[config.mk]
export PLATFORM = sky130hd
export DESIGN_NAME = ram_seq_master_flat
export DESIGN_NICKNAME = d
export VERILOG_FILES = /design/src/rtl/ram_pkg.sv /design/src/rtl/ram_seq_master_if.sv /design/src/rtl/ram_seq_addr_cnt.sv /design/src/rtl/ram_seq_master.sv /design/src/flat_wrapper.sv
export SDC_FILE = /design/constraint.sdc
export NUM_CORES = 1
export LEC_CHECK = 0
export ABC_AREA = 1
export CAP_MARGIN = 20
export CORE_ASPECT_RATIO = 2
export CORE_UTILIZATION = 38
export DETAILED_ROUTE_END_ITERATION = 10
export DONT_BUFFER_PORTS = 1
export SYNTH_ARGS = -nofsm -noshare
export SYNTH_HDL_FRONTEND = slang
export SYNTH_SLANG_ARGS = --single-unit
[constraint.sdc]
create_clock -name clk -period 1.5 [get_ports clk]
set_input_delay 0.075 -clock clk [delete_from_list [all_inputs] [get_ports clk]]
set_output_delay 0.075 -clock clk [all_outputs]
set_load 0.01 [all_outputs]
[src/rtl/ram_pkg.sv]
// rtl/ram_pkg.sv - shared RAM geometry defaults and sequencer state encoding
package ram_pkg;

    localparam int ADDR_SIZE_DEF = 10;
    localparam int WORD_SIZE_DEF = 8;
    localparam int LEN_W_DEF     = 8;

    typedef enum logic [1:0] {
        ST_IDLE  = 2'd0,
        ST_WRITE = 2'd1,
        ST_READ  = 2'd2,
        ST_DONE  = 2'd3
    } state_t;

endpackage

[src/rtl/ram_seq_master_if.sv]
// rtl/ram_seq_master_if.sv - command, write/read stream and RAM pin bundle for the burst sequencer
interface ram_seq_master_if
    import ram_pkg::*;
#(
    parameter int ADDR_SIZE = ADDR_SIZE_DEF,
    parameter int WORD_SIZE = WORD_SIZE_DEF,
    parameter int LEN_W     = LEN_W_DEF
) ();

    logic                 cmd_valid;
    logic                 cmd_ready;
    logic                 cmd_write;
    logic [ADDR_SIZE-1:0] cmd_addr;
    logic [LEN_W-1:0]     cmd_len;

    logic                 wdata_valid;
    logic                 wdata_ready;
    logic [WORD_SIZE-1:0] wdata;

    logic                 rdata_valid;
    logic                 rdata_ready;
    logic [WORD_SIZE-1:0] rdata;

    logic                 done;

    logic                 ram_cs;
    logic                 ram_wr;
    logic [ADDR_SIZE-1:0] ram_addr;
    logic [WORD_SIZE-1:0] ram_din;
    logic [WORD_SIZE-1:0] ram_dout;

    // master: the sequencer itself
    modport master (
        input  cmd_valid, cmd_write, cmd_addr, cmd_len,
        input  wdata_valid, wdata, rdata_ready, ram_dout,
        output cmd_ready, wdata_ready, rdata_valid, rdata, done,
        output ram_cs, ram_wr, ram_addr, ram_din
    );

    modport slave (
        output cmd_valid, cmd_write, cmd_addr, cmd_len,
        output wdata_valid, wdata, rdata_ready, ram_dout,
        input  cmd_ready, wdata_ready, rdata_valid, rdata, done,
        input  ram_cs, ram_wr, ram_addr, ram_din
    );

endinterface

[src/rtl/ram_seq_addr_cnt.sv]
// rtl/ram_seq_addr_cnt.sv - wrapping address pointer plus beat down-counter with last-beat flag
module ram_seq_addr_cnt
    import ram_pkg::*;
#(
    parameter int ADDR_SIZE = ADDR_SIZE_DEF,
    parameter int LEN_W     = LEN_W_DEF
) (
    input  logic                 clk,
    input  logic                 rst,
    input  logic                 load_i,
    input  logic                 step_i,
    input  logic [ADDR_SIZE-1:0] addr_i,
    input  logic [LEN_W-1:0]     len_i,
    output logic [ADDR_SIZE-1:0] ptr_o,
    output logic [ADDR_SIZE-1:0] ptr_inc_o,
    output logic                 last_o
);

    logic [ADDR_SIZE-1:0] ptr_q, ptr_d;
    logic [LEN_W-1:0]     cnt_q, cnt_d;

    assign ptr_o     = ptr_q;
    assign ptr_inc_o = ptr_q + 1'b1;
    // cnt holds beats still to go minus one, so zero marks the final beat
    assign last_o    = (cnt_q == '0);

    always_comb begin
        ptr_d = ptr_q;
        cnt_d = cnt_q;
        if (load_i) begin
            ptr_d = addr_i;
            cnt_d = len_i;
        end else if (step_i) begin
            ptr_d = ptr_inc_o;
            if (cnt_q != '0) begin
                cnt_d = cnt_q - 1'b1;
            end
        end
    end

    always_ff @(posedge clk) begin
        if (rst) begin
            ptr_q <= '0;
            cnt_q <= '0;
        end else begin
            ptr_q <= ptr_d;
            cnt_q <= cnt_d;
        end
    end

endmodule

[src/rtl/ram_seq_master.sv]
// rtl/ram_seq_master.sv - burst sequencer driving a single-port RAM from stream-style write/read ports
module ram_seq_master
    import ram_pkg::*;
#(
    parameter int ADDR_SIZE = ADDR_SIZE_DEF,
    parameter int WORD_SIZE = WORD_SIZE_DEF,
    parameter int LEN_W     = LEN_W_DEF
) (
    input  logic            clk,
    input  logic            rst,
    ram_seq_master_if.master bus
);

    state_t               state_q;
    logic                 cmd_ready_q;
    logic                 wdata_ready_q;
    logic                 rdata_valid_q;
    logic [WORD_SIZE-1:0] rdata_q;
    logic                 done_q;
    logic                 ram_cs_q;
    logic                 ram_wr_q;
    logic [ADDR_SIZE-1:0] ram_addr_q;
    logic [WORD_SIZE-1:0] ram_din_q;
    logic                 wr_last_q;
    logic                 rd_last_q;

    logic                 cmd_hs;
    logic                 wr_acc;
    logic                 rd_cap;
    logic [ADDR_SIZE-1:0] ptr;
    logic [ADDR_SIZE-1:0] ptr_inc;
    logic                 last_beat;

    assign cmd_hs = bus.cmd_valid && cmd_ready_q;
    assign wr_acc = (state_q == ST_WRITE) && bus.wdata_valid && wdata_ready_q;
    // rd_last_q means the final beat is already held, so stop fetching
    assign rd_cap = (state_q == ST_READ) && !rd_last_q && (!rdata_valid_q || bus.rdata_ready);

    ram_seq_addr_cnt #(
        .ADDR_SIZE (ADDR_SIZE),
        .LEN_W     (LEN_W)
    ) u_cnt (
        .clk       (clk),
        .rst       (rst),
        .load_i    (cmd_hs),
        .step_i    (wr_acc || rd_cap),
        .addr_i    (bus.cmd_addr),
        .len_i     (bus.cmd_len),
        .ptr_o     (ptr),
        .ptr_inc_o (ptr_inc),
        .last_o    (last_beat)
    );

    always_ff @(posedge clk) begin
        if (rst) begin
            state_q       <= ST_IDLE;
            cmd_ready_q   <= 1'b0;
            wdata_ready_q <= 1'b0;
            rdata_valid_q <= 1'b0;
            rdata_q       <= '0;
            done_q        <= 1'b0;
            ram_cs_q      <= 1'b0;
            ram_wr_q      <= 1'b0;
            ram_addr_q    <= '0;
            ram_din_q     <= '0;
            wr_last_q     <= 1'b0;
            rd_last_q     <= 1'b0;
        end else begin
            done_q   <= 1'b0;
            ram_wr_q <= 1'b0;
            case (state_q)
                ST_IDLE: begin
                    cmd_ready_q <= 1'b1;
                    if (cmd_hs) begin
                        cmd_ready_q <= 1'b0;
                        ram_cs_q    <= 1'b1;
                        ram_addr_q  <= bus.cmd_addr;
                        wr_last_q   <= 1'b0;
                        rd_last_q   <= 1'b0;
                        if (bus.cmd_write) begin
                            state_q       <= ST_WRITE;
                            wdata_ready_q <= 1'b1;
                        end else begin
                            state_q <= ST_READ;
                        end
                    end
                end
                ST_WRITE: begin
                    if (wr_last_q) begin
                        state_q  <= ST_DONE;
                        ram_cs_q <= 1'b0;
                        done_q   <= 1'b1;
                    end else if (wr_acc) begin
                        ram_wr_q   <= 1'b1;
                        ram_addr_q <= ptr;
                        ram_din_q  <= bus.wdata;
                        if (last_beat) begin
                            wdata_ready_q <= 1'b0;
                            wr_last_q     <= 1'b1;
                        end
                    end
                end
                ST_READ: begin
                    if (rd_last_q && bus.rdata_ready) begin
                        state_q       <= ST_DONE;
                        rdata_valid_q <= 1'b0;
                        ram_cs_q      <= 1'b0;
                        done_q        <= 1'b1;
                    end else if (rd_cap) begin
                        rdata_q       <= bus.ram_dout;
                        rdata_valid_q <= 1'b1;
                        ram_addr_q    <= ptr_inc;
                        if (last_beat) begin
                            rd_last_q <= 1'b1;
                        end
                    end
                end
                ST_DONE: begin
                    state_q     <= ST_IDLE;
                    cmd_ready_q <= 1'b1;
                end
                default: begin
                    state_q <= ST_IDLE;
                end
            endcase
        end
    end

    assign bus.cmd_ready   = cmd_ready_q;
    assign bus.wdata_ready = wdata_ready_q;
    assign bus.rdata_valid = rdata_valid_q;
    assign bus.rdata       = rdata_q;
    assign bus.done        = done_q;
    assign bus.ram_cs      = ram_cs_q;
    assign bus.ram_wr      = ram_wr_q;
    assign bus.ram_addr    = ram_addr_q;
    assign bus.ram_din     = ram_din_q;

endmodule

[src/flat_wrapper.sv]
// flat-port wrapper written by rule: the top's interface ports become plain ports
module ram_seq_master_flat import ram_pkg::*;
#(
    parameter int ADDR_SIZE = ADDR_SIZE_DEF,
    parameter int WORD_SIZE = WORD_SIZE_DEF,
    parameter int LEN_W     = LEN_W_DEF
)
  (clk, rst, bus_cmd_valid, bus_cmd_write, bus_cmd_addr, bus_cmd_len, bus_wdata_valid, bus_wdata, bus_rdata_ready, bus_ram_dout, bus_cmd_ready, bus_wdata_ready, bus_rdata_valid, bus_rdata, bus_done, bus_ram_cs, bus_ram_wr, bus_ram_addr, bus_ram_din);
  ram_seq_master_if #(.ADDR_SIZE(ADDR_SIZE), .WORD_SIZE(WORD_SIZE), .LEN_W(LEN_W)) bus_i ();
  input  logic clk;
  input  logic rst;
  input wire logic [$bits(bus_i.cmd_valid)-1:0] bus_cmd_valid;
  input wire logic [$bits(bus_i.cmd_write)-1:0] bus_cmd_write;
  input wire logic [$bits(bus_i.cmd_addr)-1:0] bus_cmd_addr;
  input wire logic [$bits(bus_i.cmd_len)-1:0] bus_cmd_len;
  input wire logic [$bits(bus_i.wdata_valid)-1:0] bus_wdata_valid;
  input wire logic [$bits(bus_i.wdata)-1:0] bus_wdata;
  input wire logic [$bits(bus_i.rdata_ready)-1:0] bus_rdata_ready;
  input wire logic [$bits(bus_i.ram_dout)-1:0] bus_ram_dout;
  output wire logic [$bits(bus_i.cmd_ready)-1:0] bus_cmd_ready;
  output wire logic [$bits(bus_i.wdata_ready)-1:0] bus_wdata_ready;
  output wire logic [$bits(bus_i.rdata_valid)-1:0] bus_rdata_valid;
  output wire logic [$bits(bus_i.rdata)-1:0] bus_rdata;
  output wire logic [$bits(bus_i.done)-1:0] bus_done;
  output wire logic [$bits(bus_i.ram_cs)-1:0] bus_ram_cs;
  output wire logic [$bits(bus_i.ram_wr)-1:0] bus_ram_wr;
  output wire logic [$bits(bus_i.ram_addr)-1:0] bus_ram_addr;
  output wire logic [$bits(bus_i.ram_din)-1:0] bus_ram_din;
  assign bus_i.cmd_valid = bus_cmd_valid;
  assign bus_i.cmd_write = bus_cmd_write;
  assign bus_i.cmd_addr = bus_cmd_addr;
  assign bus_i.cmd_len = bus_cmd_len;
  assign bus_i.wdata_valid = bus_wdata_valid;
  assign bus_i.wdata = bus_wdata;
  assign bus_i.rdata_ready = bus_rdata_ready;
  assign bus_i.ram_dout = bus_ram_dout;
  assign bus_cmd_ready = bus_i.cmd_ready;
  assign bus_wdata_ready = bus_i.wdata_ready;
  assign bus_rdata_valid = bus_i.rdata_valid;
  assign bus_rdata = bus_i.rdata;
  assign bus_done = bus_i.done;
  assign bus_ram_cs = bus_i.ram_cs;
  assign bus_ram_wr = bus_i.ram_wr;
  assign bus_ram_addr = bus_i.ram_addr;
  assign bus_ram_din = bus_i.ram_din;
  ram_seq_master #(.ADDR_SIZE(ADDR_SIZE), .WORD_SIZE(WORD_SIZE), .LEN_W(LEN_W)) u_core (.clk(clk), .rst(rst), .bus(bus_i));
endmodule
==> results_dict.tcl <==
set metrics [dict create \
    cts.sinks 54 \
    min_path_type "in -> reg" \
    die_area_um2 7740 \
    synth.yosys.warnings 0 \
    gp_congestion 0.845 \
    seq_area_um2 1090 \
    syn_inst 425 \
    worst_slack_ns -0.0473 \
    cp-start-kind "register" \
    drc_errors 0 \
    hp-start "bus_cmd_len[0]" \
    fp.coreArea_um2 7210 \
    worst-setup-path-type "reg -> reg" \
    place_area_um2 3200 \
    ctsLongestPathBuffers 2 \
    r2r_cells 7 \
    r2r_setup_slack_ns -0.05 \
    cp-end-kind "register" \
    tightest_slew_ns 0.613 \
    fin_util_pct 56.5 \
    grt-ovfl-total 0 \
    hold_depth 2 \
    r2r-end "u_core.bus.ram_addr[9]$_SDFFE_PP0P_" \
    final-hold-violation-count 0 \
    htreeDepth 2 \
    p_leak_nw 1.71 \
    antenna_cells 0 \
    grt_pass1_wl_um 13400 \
    grt_antenna_before_repair 0 \
    drive_above_1_share_pct 27.8 \
    fin_worst_skew_ns 0.00691 \
    via_per_inst 5.20 \
    final_cell_mix "nand2_1, nor2_1, dfxtp_1, a21oi_1, o21ai_0" \
    ir_drop_v 0.00117 \
    fin_crit_sh_pct 103 \
    syn-num-nets 473 \
    io_buffer_count 0 \
    drtPass1Iterations 4 \
    dieWidth_um 62.7 \
    ys_ff_latch 54 \
    failed_checks "setup timing" \
    ant_nets 0 \
    fin_nets 548 \
    cts_made_buffers 5 \
    wl_um 8950 \
    final_common_cell "nand2_1" \
    die_h_um 123 \
    netlist-cell-type-count 25 \
    synthArstFlopShare_pct 0 \
    drt-initial-drc-count 190 \
    power.density_nw_per_um2 2410 \
    seq_area_frac_synth_pct 38.6 \
    max_slew_margin_pct 59.0 \
    syn_area_um2 2800 \
    synth-edff-count 0 \
    r2r-start "u_core.state_q[0]$_SDFFE_PP0P_" \
    ctsRootBufferMaster "clkbuf_16" \
    drt-wirelength-per-cell_um 15.1 \
    status "finished, violations left" \
    synth_area_per_cell_um2 6.59 \
    final-setup-viol-count 12 \
    grt_start_max_net_pins 26 \
    cp_data_required_time_ns 1.69 \
    synth_flop_cell "dfxtp_1" \
    tns_ns -0.225 \
    rsz0062_at_grt "true" \
    cap_violations 0 \
    grt_pass1_vias 2925 \
    boundaryPins 72 \
    nFillCells 688 \
    cp.arrival_ns 1.74 \
    slew_violations 0 \
    whs_endpoint "u_core.u_cnt.cnt_q[0]$_SDFFE_PP0P_" \
    initial_core_util_pct 38.9 \
    multi_input_area_um2 1730 \
    layout_min_cycle_time_ns 1.55 \
    fin_area_um2 4080 \
    clock_latency_ns 0.30 \
    cts_tree "built" \
    track_usage_pct 22.3 \
    syn_to_final_growth_pct 45.5 \
    clkTransAtPathRegs_ns 0.07 \
    num_vias 3080 \
    crit_fanout 6 \
    dpl.hpwl_um 6250 \
    max_freq_ghz 0.646 \
    rows 44 \
]
## Yosys cell counts, drive strengths merged (2+ instances only)
library cell | count | area (um2)
or2 | 5 | 31.3
o21ai | 54 | 270
o31ai | 3 | 22.5
clkinv | 3 | 11.3
xor2 | 2 | 17.5
dfxtp | 54 | 1080
a21oi | 53 | 265
clkbuf | 9 | 33.8
inv | 40 | 150
nand4 | 5 | 37.5
nor2 | 57 | 216
ha | 8 | 100
a31oi | 3 | 18.8
nand2 | 92 | 348
buf | 8 | 50.1
nand3 | 26 | 130
## layer usage
layer / part of all wire (%) / track usage, % / wire length [um] / vias to the layer above
met1: 35 / 20.5 / 3140 / 1446
met5: 0 / 0 / 0 / -
met2: 58 / 44.6 / 5150 / 72
met4: 3.4 / 12.1 / 300 / 0
met3: 4.0 / 4.34 / 360 / 16
li1: - / - / - / 1546
## report_power, final
| group | leakage [nW] | total, W | internal (W) | switching (W) |
|---|---|---|---|---|
| Combinational | 1.20 | 0.00616 | 0.00287 | 0.00329 |
| Clock | 0.0619 | 0.00116 | 0.000611 | 0.000551 |
| Sequential | 0.445 | 0.00250 | 0.00196 | 0.000542 |
| Total | 1.71 | 0.00982 | 0.00543 | 0.00439 |
## timing repair
| item | 4_1_cts | 5_1_grt |
|---|---|---|
| endpoints found under the hold margin | 39 | 14 |
| endpoints found under the setup margin | 40 | 41 |
| cloned | 0 | 2 |
| pin swaps | 4 | 17 |
| buffers inserted | 3 | 9 |
| gates resized for setup | 29 | 90 |
| hold buffers | 25 | 3 |
## stage by stage
stage          cells  setup WS (ns)  hold WS (ns)  power (W)
2_1_floorplan    425        -0.0350         0.144    0.00522
3_3_place_gp     545         -0.170         0.147    0.00692
3_5_place_dp     545         -0.205         0.149    0.00698
4_1_cts          580        -0.0190        -0.170    0.00859
5_1_grt          592        -0.0939        0.0302     0.0106
6_report         592        -0.0473        0.0137    0.00982
## state kept, by name (all words and copies together), names as in the netlist, 2 cells and up
| register | flops |
|---|---|
| u_core.bus.ram_addr | 10 |
| u_core.bus.ram_din | 8 |
| u_core.bus.rdata | 8 |
| u_core.state_q | 2 |
| u_core.u_cnt.cnt_q | 8 |
| u_core.u_cnt.ptr_o | 10 |
## logic make-up (layout without fill, tap and decap cells)
logic type | Yosys count | count (layout) | share of synthesized area [%]
and+or+nand+nor | 186 | 186 | 27.4
AOI/OAI and AO/OA | 115 | 115 | 21.1
buffers and inverters | 60 | 135 | 8.75
DFF | 54 | 54 | 38.6
adders and majority gates | 8 | 8 | 3.57
xor gates and xnor gates | 2 | 2 | 0.625
## critical path, stage by stage (launching register included)
cell and delay (ns):
dfxtp_4 0.37, inv_4 0.05, buf_4 0.14, ha_4 0.27
buf_8 0.14, or2_2 0.30, nand2_2 0.10, a21oi_1 0.07
## how the worst max path moves through the flow
stage / start / to / slack (ns)
detailed placement: u_core.state_q[0]$_SDFFE_PP0P_ / u_core.bus.ram_addr[9]$_SDFFE_PP0P_ / -0.21
global placement: u_core.state_q[0]$_SDFFE_PP0P_ / u_core.bus.ram_addr[9]$_SDFFE_PP0P_ / -0.17
global route: u_core.state_q[0]$_SDFFE_PP0P_ / u_core.u_cnt.ptr_o[4]$_SDFFE_PP0P_ / -0.09
finish: u_core.state_q[0]$_SDFFE_PP0P_ / u_core.bus.ram_addr[9]$_SDFFE_PP0P_ / -0.05
floorplan: u_core.state_q[0]$_SDFFE_PP0P_ / u_core.bus.ram_addr[3]$_SDFFE_PP0P_ / -0.03
CTS: u_core.state_q[0]$_SDFFE_PP0P_ / u_core.bus.ram_addr[0]$_SDFFE_PP0P_ / -0.02
## area by class of cell
cell class | count | area share [%]
clock buffer | 5 | 3.07
clock inverter | 2 | 0.368
inverter | 43 | 4.60
multi-input combinational | 311 | 42.4
sequential | 54 | 26.8
tap | 92 | 2.82
timing repair buffer | 84 | 19.8
timing repair inverter | 1 | 0.184
(Power assumes the default switching activity.)
